**config.mk**
```make
export PLATFORM = sky130hd
export DESIGN_NAME = psx_host_port_flat
export DESIGN_NICKNAME = d
export VERILOG_FILES = /design/src/rtl/psx_host_port_pkg.sv /design/src/rtl/psx_host_port_if.sv /design/src/rtl/psx_input_sync.sv /design/src/rtl/psx_host_port.sv /design/src/flat_wrapper.sv
export SDC_FILE = /design/constraint.sdc
export NUM_CORES = 1
export LEC_CHECK = 0
export BUFFER_PORTS_ARGS = -buffer_cell sky130_fd_sc_hd__buf_2
export CAP_MARGIN = 30
export CORE_MARGIN = 3
export CORE_UTILIZATION = 30
export CTS_BUF_LIST = sky130_fd_sc_hd__clkbuf_8
export CTS_CLUSTER_SIZE = 24
export DETAILED_ROUTE_END_ITERATION = 8
export PLACE_DENSITY = 0.55
export SLEW_MARGIN = 20
export SYNTH_ARGS = -nofsm -noshare
export SYNTH_HDL_FRONTEND = slang
export SYNTH_SLANG_ARGS = --single-unit
export TNS_END_PERCENT = 5
```
**constraint.sdc**
```tcl
create_clock -name clk -period 2.9 [get_ports clk]
set_input_delay 0.145 -clock clk [delete_from_list [all_inputs] [get_ports clk]]
set_output_delay 0.145 -clock clk [all_outputs]
set_load 0.01 [all_outputs]
```
**src/rtl/psx_host_port_pkg.sv**
```systemverilog
// Shared PSX link constants, FSM state encoding and the timer-load helper.
package psx_host_port_pkg;

    localparam int DEF_CLOCK_MHZ      = 25;
    localparam int DEF_HALF_US        = 2;
    localparam int DEF_SEL_SETUP_US   = 10;
    localparam int DEF_GAP_US         = 10;
    localparam int DEF_ACK_TIMEOUT_US = 100;
    localparam int DEF_DESEL_US       = 20;

    localparam int TMR_W = 12;

    localparam logic [7:0] PADDING_BYTE = 8'h5A;
    localparam logic [3:0] MODE_DIGITAL = 4'h4;
    localparam logic [3:0] MODE_ANALOG  = 4'h7;
    localparam logic [3:0] MODE_ESCAPE  = 4'hF;
    localparam logic [7:0] ADDR_PORT1   = 8'h01;
    localparam logic [7:0] CMD_POLL     = 8'h42;

    typedef enum logic [2:0] {
        ST_IDLE,
        ST_SETUP,
        ST_LOW,
        ST_HIGH,
        ST_ACKW,
        ST_GAP,
        ST_DESEL
    } psx_state_t;

    // A phase of N cycles is loaded as N-1 and ends on the cycle the timer reads zero.
    function automatic logic [TMR_W-1:0] us_to_load(input int mhz, input int us);
        int n;
        n = mhz * us - 1;
        return n[TMR_W-1:0];
    endfunction

endpackage

```
**src/rtl/psx_host_port_if.sv**
```systemverilog
// Host-side byte stream of the PSX port: command bytes in, reply bytes and status out.
interface psx_host_port_if;
    logic [7:0] cmd_byte;
    logic       cmd_last;
    logic       cmd_valid;
    logic       cmd_ready;
    logic [7:0] reply_byte;
    logic       reply_acked;
    logic       reply_valid;
    logic       busy;
    logic       timeout;

    modport master (
        output cmd_byte, cmd_last, cmd_valid,
        input  cmd_ready, reply_byte, reply_acked, reply_valid, busy, timeout
    );

    modport slave (
        input  cmd_byte, cmd_last, cmd_valid,
        output cmd_ready, reply_byte, reply_acked, reply_valid, busy, timeout
    );
endinterface

```
**src/rtl/psx_input_sync.sv**
```systemverilog
// Two-flop synchroniser for an asynchronous pulled-up PSX pin; resets to 1.
// Latency: 2 clk cycles. No backpressure.
module psx_input_sync (
    input  logic clk,
    input  logic reset,
    input  logic async_in,
    output logic sync_out
);
    logic [1:0] sync_q;

    always_ff @(posedge clk or posedge reset) begin
        if (reset) begin
            sync_q <= 2'b11;
        end else begin
            sync_q <= {sync_q[0], async_in};
        end
    end

    assign sync_out = sync_q[1];
endmodule

```
**src/rtl/psx_host_port.sv**
```systemverilog
// Initiator end of the PSX controller link: one command byte out, one reply byte in.
// Latency: setup + 16 half periods per byte; reply strobes after ACK, timeout or last bit.
// Backpressure: cmd_ready only in IDLE or after the inter-byte gap; stalls in GAP hold pins.
module psx_host_port
    import psx_host_port_pkg::*;
#(
    parameter int CLOCK_MHZ      = DEF_CLOCK_MHZ,
    parameter int HALF_US        = DEF_HALF_US,
    parameter int SEL_SETUP_US   = DEF_SEL_SETUP_US,
    parameter int GAP_US         = DEF_GAP_US,
    parameter int ACK_TIMEOUT_US = DEF_ACK_TIMEOUT_US,
    parameter int DESEL_US       = DEF_DESEL_US
) (
    input  logic          clk,
    input  logic          reset,
    input  logic          PSX_ack,
    input  logic          PSX_dat,
    output logic          PSX_clk,
    output logic          PSX_sel,
    output logic          PSX_cmd,
    psx_host_port_if.slave host
);
    localparam logic [TMR_W-1:0] LD_HALF  = us_to_load(CLOCK_MHZ, HALF_US);
    localparam logic [TMR_W-1:0] LD_SETUP = us_to_load(CLOCK_MHZ, SEL_SETUP_US);
    localparam logic [TMR_W-1:0] LD_GAP   = us_to_load(CLOCK_MHZ, GAP_US);
    localparam logic [TMR_W-1:0] LD_ACK   = us_to_load(CLOCK_MHZ, ACK_TIMEOUT_US);
    localparam logic [TMR_W-1:0] LD_DESEL = us_to_load(CLOCK_MHZ, DESEL_US);

    logic ack_s;
    logic dat_s;

    psx_input_sync u_ack_sync (.clk(clk), .reset(reset), .async_in(PSX_ack), .sync_out(ack_s));
    psx_input_sync u_dat_sync (.clk(clk), .reset(reset), .async_in(PSX_dat), .sync_out(dat_s));

    psx_state_t       state_q, state_nx;
    logic [TMR_W-1:0] tmr_q, tmr_nx;
    logic [2:0]       bit_idx_q, bit_idx_nx;
    logic [7:0]       shift_q, shift_nx;
    logic             last_q, last_nx;
    logic             ack_seen_q, ack_seen_nx;
    logic             psx_clk_q, psx_clk_nx;
    logic             psx_sel_q, psx_sel_nx;
    logic             psx_cmd_q, psx_cmd_nx;
    logic [7:0]       reply_byte_q, reply_byte_nx;
    logic             reply_acked_q, reply_acked_nx;
    logic             reply_valid_q, reply_valid_nx;
    logic             timeout_q, timeout_nx;
    logic             cmd_ready;
    logic             tmr_done;

    assign tmr_done = (tmr_q == '0);

    always_comb begin
        state_nx       = state_q;
        tmr_nx         = tmr_done ? tmr_q : tmr_q - 1'b1;
        bit_idx_nx     = bit_idx_q;
        shift_nx       = shift_q;
        last_nx        = last_q;
        ack_seen_nx    = ack_seen_q;
        reply_byte_nx  = reply_byte_q;
        reply_acked_nx = reply_acked_q;
        reply_valid_nx = 1'b0;
        timeout_nx     = 1'b0;
        cmd_ready      = 1'b0;

        unique case (state_q)
            ST_IDLE: begin
                cmd_ready = 1'b1;
                if (host.cmd_valid) begin
                    shift_nx = host.cmd_byte;
                    last_nx  = host.cmd_last;
                    tmr_nx   = LD_SETUP;
                    state_nx = ST_SETUP;
                end
            end
            ST_SETUP: begin
                if (tmr_done) begin
                    bit_idx_nx = 3'd0;
                    tmr_nx     = LD_HALF;
                    state_nx   = ST_LOW;
                end
            end
            ST_LOW: begin
                if (tmr_done) begin
                    tmr_nx   = LD_HALF;
                    state_nx = ST_HIGH;
                end
            end
            ST_HIGH: begin
                if (tmr_done) begin
                    // The same register shifts the command out and the reply in, LSB first.
                    shift_nx = {dat_s, shift_q[7:1]};
                    if (bit_idx_q != 3'd7) begin
                        bit_idx_nx = bit_idx_q + 3'd1;
                        tmr_nx     = LD_HALF;
                        state_nx   = ST_LOW;
                    end else if (last_q) begin
                        reply_valid_nx = 1'b1;
                        reply_byte_nx  = shift_nx;
                        reply_acked_nx = 1'b0;
                        tmr_nx         = LD_DESEL;
                        state_nx       = ST_DESEL;
                    end else begin
                        ack_seen_nx = 1'b0;
                        tmr_nx      = LD_ACK;
                        state_nx    = ST_ACKW;
                    end
                end
            end
            ST_ACKW: begin
                if (ack_seen_q && ack_s) begin
                    reply_valid_nx = 1'b1;
                    reply_byte_nx  = shift_q;
                    reply_acked_nx = 1'b1;
                    tmr_nx         = LD_GAP;
                    state_nx       = ST_GAP;
                end else if (tmr_done) begin
                    timeout_nx     = 1'b1;
                    reply_valid_nx = 1'b1;
                    reply_byte_nx  = shift_q;
                    reply_acked_nx = 1'b0;
                    tmr_nx         = LD_DESEL;
                    state_nx       = ST_DESEL;
                end else if (!ack_s) begin
                    ack_seen_nx = 1'b1;
                end
            end
            ST_GAP: begin
                if (tmr_done) begin
                    cmd_ready = 1'b1;
                    if (host.cmd_valid) begin
                        shift_nx   = host.cmd_byte;
                        last_nx    = host.cmd_last;
                        bit_idx_nx = 3'd0;
                        tmr_nx     = LD_HALF;
                        state_nx   = ST_LOW;
                    end
                end
            end
            ST_DESEL: begin
                if (tmr_done) begin
                    state_nx = ST_IDLE;
                end
            end
            default: begin
                state_nx = ST_IDLE;
            end
        endcase

        // Pins are registered from the next state so they switch on the same edge as the FSM.
        psx_clk_nx = (state_nx != ST_LOW);
        psx_sel_nx = (state_nx == ST_IDLE) || (state_nx == ST_DESEL);
        if (psx_sel_nx) begin
            psx_cmd_nx = 1'b1;
        end else if ((state_nx == ST_LOW) && (state_q != ST_LOW)) begin
            psx_cmd_nx = shift_nx[0];
        end else begin
            psx_cmd_nx = psx_cmd_q;
        end
    end

    always_ff @(posedge clk or posedge reset) begin
        if (reset) begin
            state_q       <= ST_IDLE;
            tmr_q         <= '0;
            bit_idx_q     <= 3'd0;
            shift_q       <= 8'h00;
            last_q        <= 1'b0;
            ack_seen_q    <= 1'b0;
            psx_clk_q     <= 1'b1;
            psx_sel_q     <= 1'b1;
            psx_cmd_q     <= 1'b1;
            reply_byte_q  <= 8'h00;
            reply_acked_q <= 1'b0;
            reply_valid_q <= 1'b0;
            timeout_q     <= 1'b0;
        end else begin
            state_q       <= state_nx;
            tmr_q         <= tmr_nx;
            bit_idx_q     <= bit_idx_nx;
            shift_q       <= shift_nx;
            last_q        <= last_nx;
            ack_seen_q    <= ack_seen_nx;
            psx_clk_q     <= psx_clk_nx;
            psx_sel_q     <= psx_sel_nx;
            psx_cmd_q     <= psx_cmd_nx;
            reply_byte_q  <= reply_byte_nx;
            reply_acked_q <= reply_acked_nx;
            reply_valid_q <= reply_valid_nx;
            timeout_q     <= timeout_nx;
        end
    end

    assign PSX_clk          = psx_clk_q;
    assign PSX_sel          = psx_sel_q;
    assign PSX_cmd          = psx_cmd_q;
    assign host.cmd_ready   = cmd_ready;
    assign host.reply_byte  = reply_byte_q;
    assign host.reply_acked = reply_acked_q;
    assign host.reply_valid = reply_valid_q;
    assign host.timeout     = timeout_q;
    assign host.busy        = (state_q != ST_IDLE);
endmodule
```
**src/flat_wrapper.sv**
```systemverilog
// flat-port wrapper written by rule: the top's interface ports become plain ports
module psx_host_port_flat import psx_host_port_pkg::*;
#(
    parameter int CLOCK_MHZ      = DEF_CLOCK_MHZ,
    parameter int HALF_US        = DEF_HALF_US,
    parameter int SEL_SETUP_US   = DEF_SEL_SETUP_US,
    parameter int GAP_US         = DEF_GAP_US,
    parameter int ACK_TIMEOUT_US = DEF_ACK_TIMEOUT_US,
    parameter int DESEL_US       = DEF_DESEL_US
)
  (clk, reset, PSX_ack, PSX_dat, PSX_clk, PSX_sel, PSX_cmd, host_cmd_byte, host_cmd_last, host_cmd_valid, host_cmd_ready, host_reply_byte, host_reply_acked, host_reply_valid, host_busy, host_timeout);
  psx_host_port_if host_i ();
  input  logic clk;
  input  logic reset;
  input  logic PSX_ack;
  input  logic PSX_dat;
  output logic PSX_clk;
  output logic PSX_sel;
  output logic PSX_cmd;
  input wire logic [$bits(host_i.cmd_byte)-1:0] host_cmd_byte;
  input wire logic [$bits(host_i.cmd_last)-1:0] host_cmd_last;
  input wire logic [$bits(host_i.cmd_valid)-1:0] host_cmd_valid;
  output wire logic [$bits(host_i.cmd_ready)-1:0] host_cmd_ready;
  output wire logic [$bits(host_i.reply_byte)-1:0] host_reply_byte;
  output wire logic [$bits(host_i.reply_acked)-1:0] host_reply_acked;
  output wire logic [$bits(host_i.reply_valid)-1:0] host_reply_valid;
  output wire logic [$bits(host_i.busy)-1:0] host_busy;
  output wire logic [$bits(host_i.timeout)-1:0] host_timeout;
  assign host_i.cmd_byte = host_cmd_byte;
  assign host_i.cmd_last = host_cmd_last;
  assign host_i.cmd_valid = host_cmd_valid;
  assign host_cmd_ready = host_i.cmd_ready;
  assign host_reply_byte = host_i.reply_byte;
  assign host_reply_acked = host_i.reply_acked;
  assign host_reply_valid = host_i.reply_valid;
  assign host_busy = host_i.busy;
  assign host_timeout = host_i.timeout;
  psx_host_port #(.CLOCK_MHZ(CLOCK_MHZ), .HALF_US(HALF_US), .SEL_SETUP_US(SEL_SETUP_US), .GAP_US(GAP_US), .ACK_TIMEOUT_US(ACK_TIMEOUT_US), .DESEL_US(DESEL_US)) u_core (.clk(clk), .reset(reset), .PSX_ack(PSX_ack), .PSX_dat(PSX_dat), .PSX_clk(PSX_clk), .PSX_sel(PSX_sel), .PSX_cmd(PSX_cmd), .host(host_i));
endmodule
```
==> metrics.csv <==
metric;value;unit
final_util;36.18;%
syn-cell-area;2716;um^2
ctsResizeCount;0;
post_cts_buffers;0;
wirelength;6.562;mm
yosysSeqAreaShare;42.70;%
fin_tns_setup;0;ns
area_growth_syn_to_layout;16.72;%
ys.flop_type;dfrtp_1;
avgViaCountPerCell;5.345;
ios;30;
slew_headroom;52.06;%
antennaDiodeCount;0;
comb_power_share;23.8;%
clock_power_share;31.1;%
critical_path_class;register to register;
timing.final.max_slew_violations;0;
dr.pass1.iters;4;
cts_tree;yes;
cp-end-kind;register;
min_period;2.544;ns
finalHoldViolCount;0;
cp.required;3.13;ns
p_leak;1.435;nW
drt_iter0_markers;173;
fin_worst_skew;0.01117;ns
numCtsBuffers;5;
clock-sinks;46;
grt_max_degree;29;
cp-start-kind;register;
grt_pass1_wl;11.01;mm
syn-num-nets;290;
htree_levels;2;
cp_max_fo;16;
min_path_type;input pin to register;
fin_nets;325;
p_sw;601.1;uW
clk_latency;0.30;ns
via_count;2218;
coreArea;8763;um^2
place_inst;404;
p_sw_share;31.32;%
synth-edff-count;0;
path_clk_slew;0.09;ns
internal_power;1.318;mW
antenna_left;0;
synth-async-reset-ratio;100.0;%
ir_drop;0.0002537;V
final_cell_mix;dfrtp_1 (39), buf_2 (29), nor2_1 (24);
clockBufferDepth;2;
whs;0.07256;ns
fp.dieArea;10230;um^2
synth_cell_type_count;68;
crit_arrival;2.77;ns
wl_per_cell;15.81;um
p_per_area;605.4;nW/um^2
die_w;101.2;um
antenna_found_initial;0;
fmax;393.1;MHz
worst_slew_pin_slew;0.7191;ns
die_h;101.2;um
initial_core_util;31.00;%
rows;34;
grt.total_usage;13.49;%
status;finished clean;
drc_errors;0;
final_common_cell;dfrtp_1;
yosys_register_bits;46;
port_buffers;29;
period_share;87.73;%
first_global_vias;2155;
final_layout_size_suffix_gt1_share;25.73;%
finalSetupViolCount;0;
seqPwrFrac;45.2;%
syn_inst;271;
hpwl;4.793;mm
place_congestion;0.8407;
clockRootBuffer;clkbuf_8;
instances_no_fill;415;
max-cap-violations;0;
syn_area_per_cell;10.02;um^2
overflow;0;
ys_warn_count;0;
rsz0062_at_grt;no;
-- kinds of logic (layout without fill, tap and decap cells) --
| kind of cell | Yosys count | in the layout | synth area share [%] |
|---|---|---|---|
| simple gates | 96 | 96 | 20.82 |
| compound gates | 79 | 79 | 22.34 |
| flops | 46 | 46 | 42.70 |
| buf+inv | 26 | 62 | 5.112 |
| mux | 11 | 11 | 4.146 |
| xor+xnor | 8 | 8 | 2.580 |
| fa+ha+maj | 5 | 5 | 2.303 |
-- through the flow --
stage          setup WS (ns)  cell area (um^2)  power, mW
2_1_floorplan         0.5098              2716      1.199
3_3_place_gp          0.4745              2978      1.321
3_5_place_dp          0.4046              2998      1.326
4_1_cts               0.3897              3171      1.929
5_1_grt               0.1696              3171      2.027
6_report              0.3559              3171      1.919
-- layout make-up --
class,count,area [um^2]
Clock buffer,6,82.58
Inverter,10,37.54
Fill cell,899,5593
Timing Repair Buffer,44,277.8
Multi-Input combinational cell,199,1418
Tap cell,108,135.1
Clock inverter,2,60.06
Sequential cell,46,1160
-- Yosys cell counts, drive strengths merged (8+ instances only) --
library cell  number  area (um^2)
nor2              24        90.09
nand2             20        75.07
dfrtp             39        975.9
buf                8        67.55
nand3             12        77.58
a21oi             16        83.83
nor3              11        77.57
mux2i              9        90.09
inv               10        37.53
clkbuf             8        33.79
o21ai              9        45.04
-- state kept, by name, summed over array words and instances, names as in the netlist --
signal and count:
u_core.PSX_cmd 1, u_core.u_dat_sync.sync_q 2, u_core.shift_q 8, u_core.host.reply_acked 1, u_core.host.reply_valid 1, u_core.PSX_clk 1
u_core.bit_idx_q 3, u_core.PSX_sel 1, u_core.host.reply_byte 8, u_core.state_q 3, u_core.host.timeout 1, u_core.tmr_q 12
u_core.u_ack_sync.sync_q 2, u_core.last_q 1, u_core.ack_seen_q 1
-- routing by layer --
layer / vias up / GRT usage (%) / part of all wire [%]
met1: 1050 / 18.53 / 46
met4: 0 / 3.783 / 0.96
li1: 1075 / - / -
met2: 85 / 21.58 / 47
met3: 8 / 2.824 / 6.0
met5: - / 0 / 0
-- final timing paths --
| path | startpoint | endpoint | slack (ns) | cells after the start |
|---|---|---|---|---|
| min in group asynchronous | reset | u_core.ack_seen_q$_DFFE_PP0P_ | 0.37 | 3 |
| setup reg to reg | u_core.tmr_q[0]$_DFF_PP0_ | u_core.tmr_q[0]$_DFF_PP0_ | 0.36 | 9 |
| hold / removal | host_cmd_byte[1] | u_core.shift_q[1]$_DFFE_PP0P_ | 0.07 | 2 |
| max in group asynchronous | reset | u_core.PSX_clk$_DFF_PP1_ | 1.97 | 4 |
| hold reg to reg | u_core.u_ack_sync.sync_q[0]$_DFF_PP1_ | u_core.u_ack_sync.sync_q[1]$_DFF_PP1_ | 0.36 | 0 |
| setup / recovery | u_core.tmr_q[0]$_DFF_PP0_ | u_core.tmr_q[0]$_DFF_PP0_ | 0.36 | 9 |
-- worst max-delay path, cell delays in order, from the launching register on --
cell and delay [ns]:
dfrtp_1 0.45, inv_1 0.11, ha_1 0.17, or3b_2 0.56, nor3_4 0.30, inv_2 0.18
ha_1 0.23, a21oi_1 0.18, o31a_1 0.14, a2bb2oi_1 0.16
-- power by group through the flow --
| stage | registers, mW | clock network (mW) | logic, mW |
|---|---|---|---|
| 3_5_place_dp | 0.878 | 0 | 0.448 |
| 3_3_place_gp | 0.877 | 0 | 0.444 |
| 4_1_cts | 0.866 | 0.611 | 0.452 |
| 5_1_grt | 0.888 | 0.634 | 0.506 |
| 6_report | 0.868 | 0.596 | 0.456 |
| 2_1_floorplan | 0.838 | 0 | 0.361 |
-- timing repair --
action	in CTS	in global routing
hold buffers	3	0
endpoints found under the hold margin	16	0
setup endpoints to repair	0	0
No activity file was read; power rests on OpenSTA's default activity.
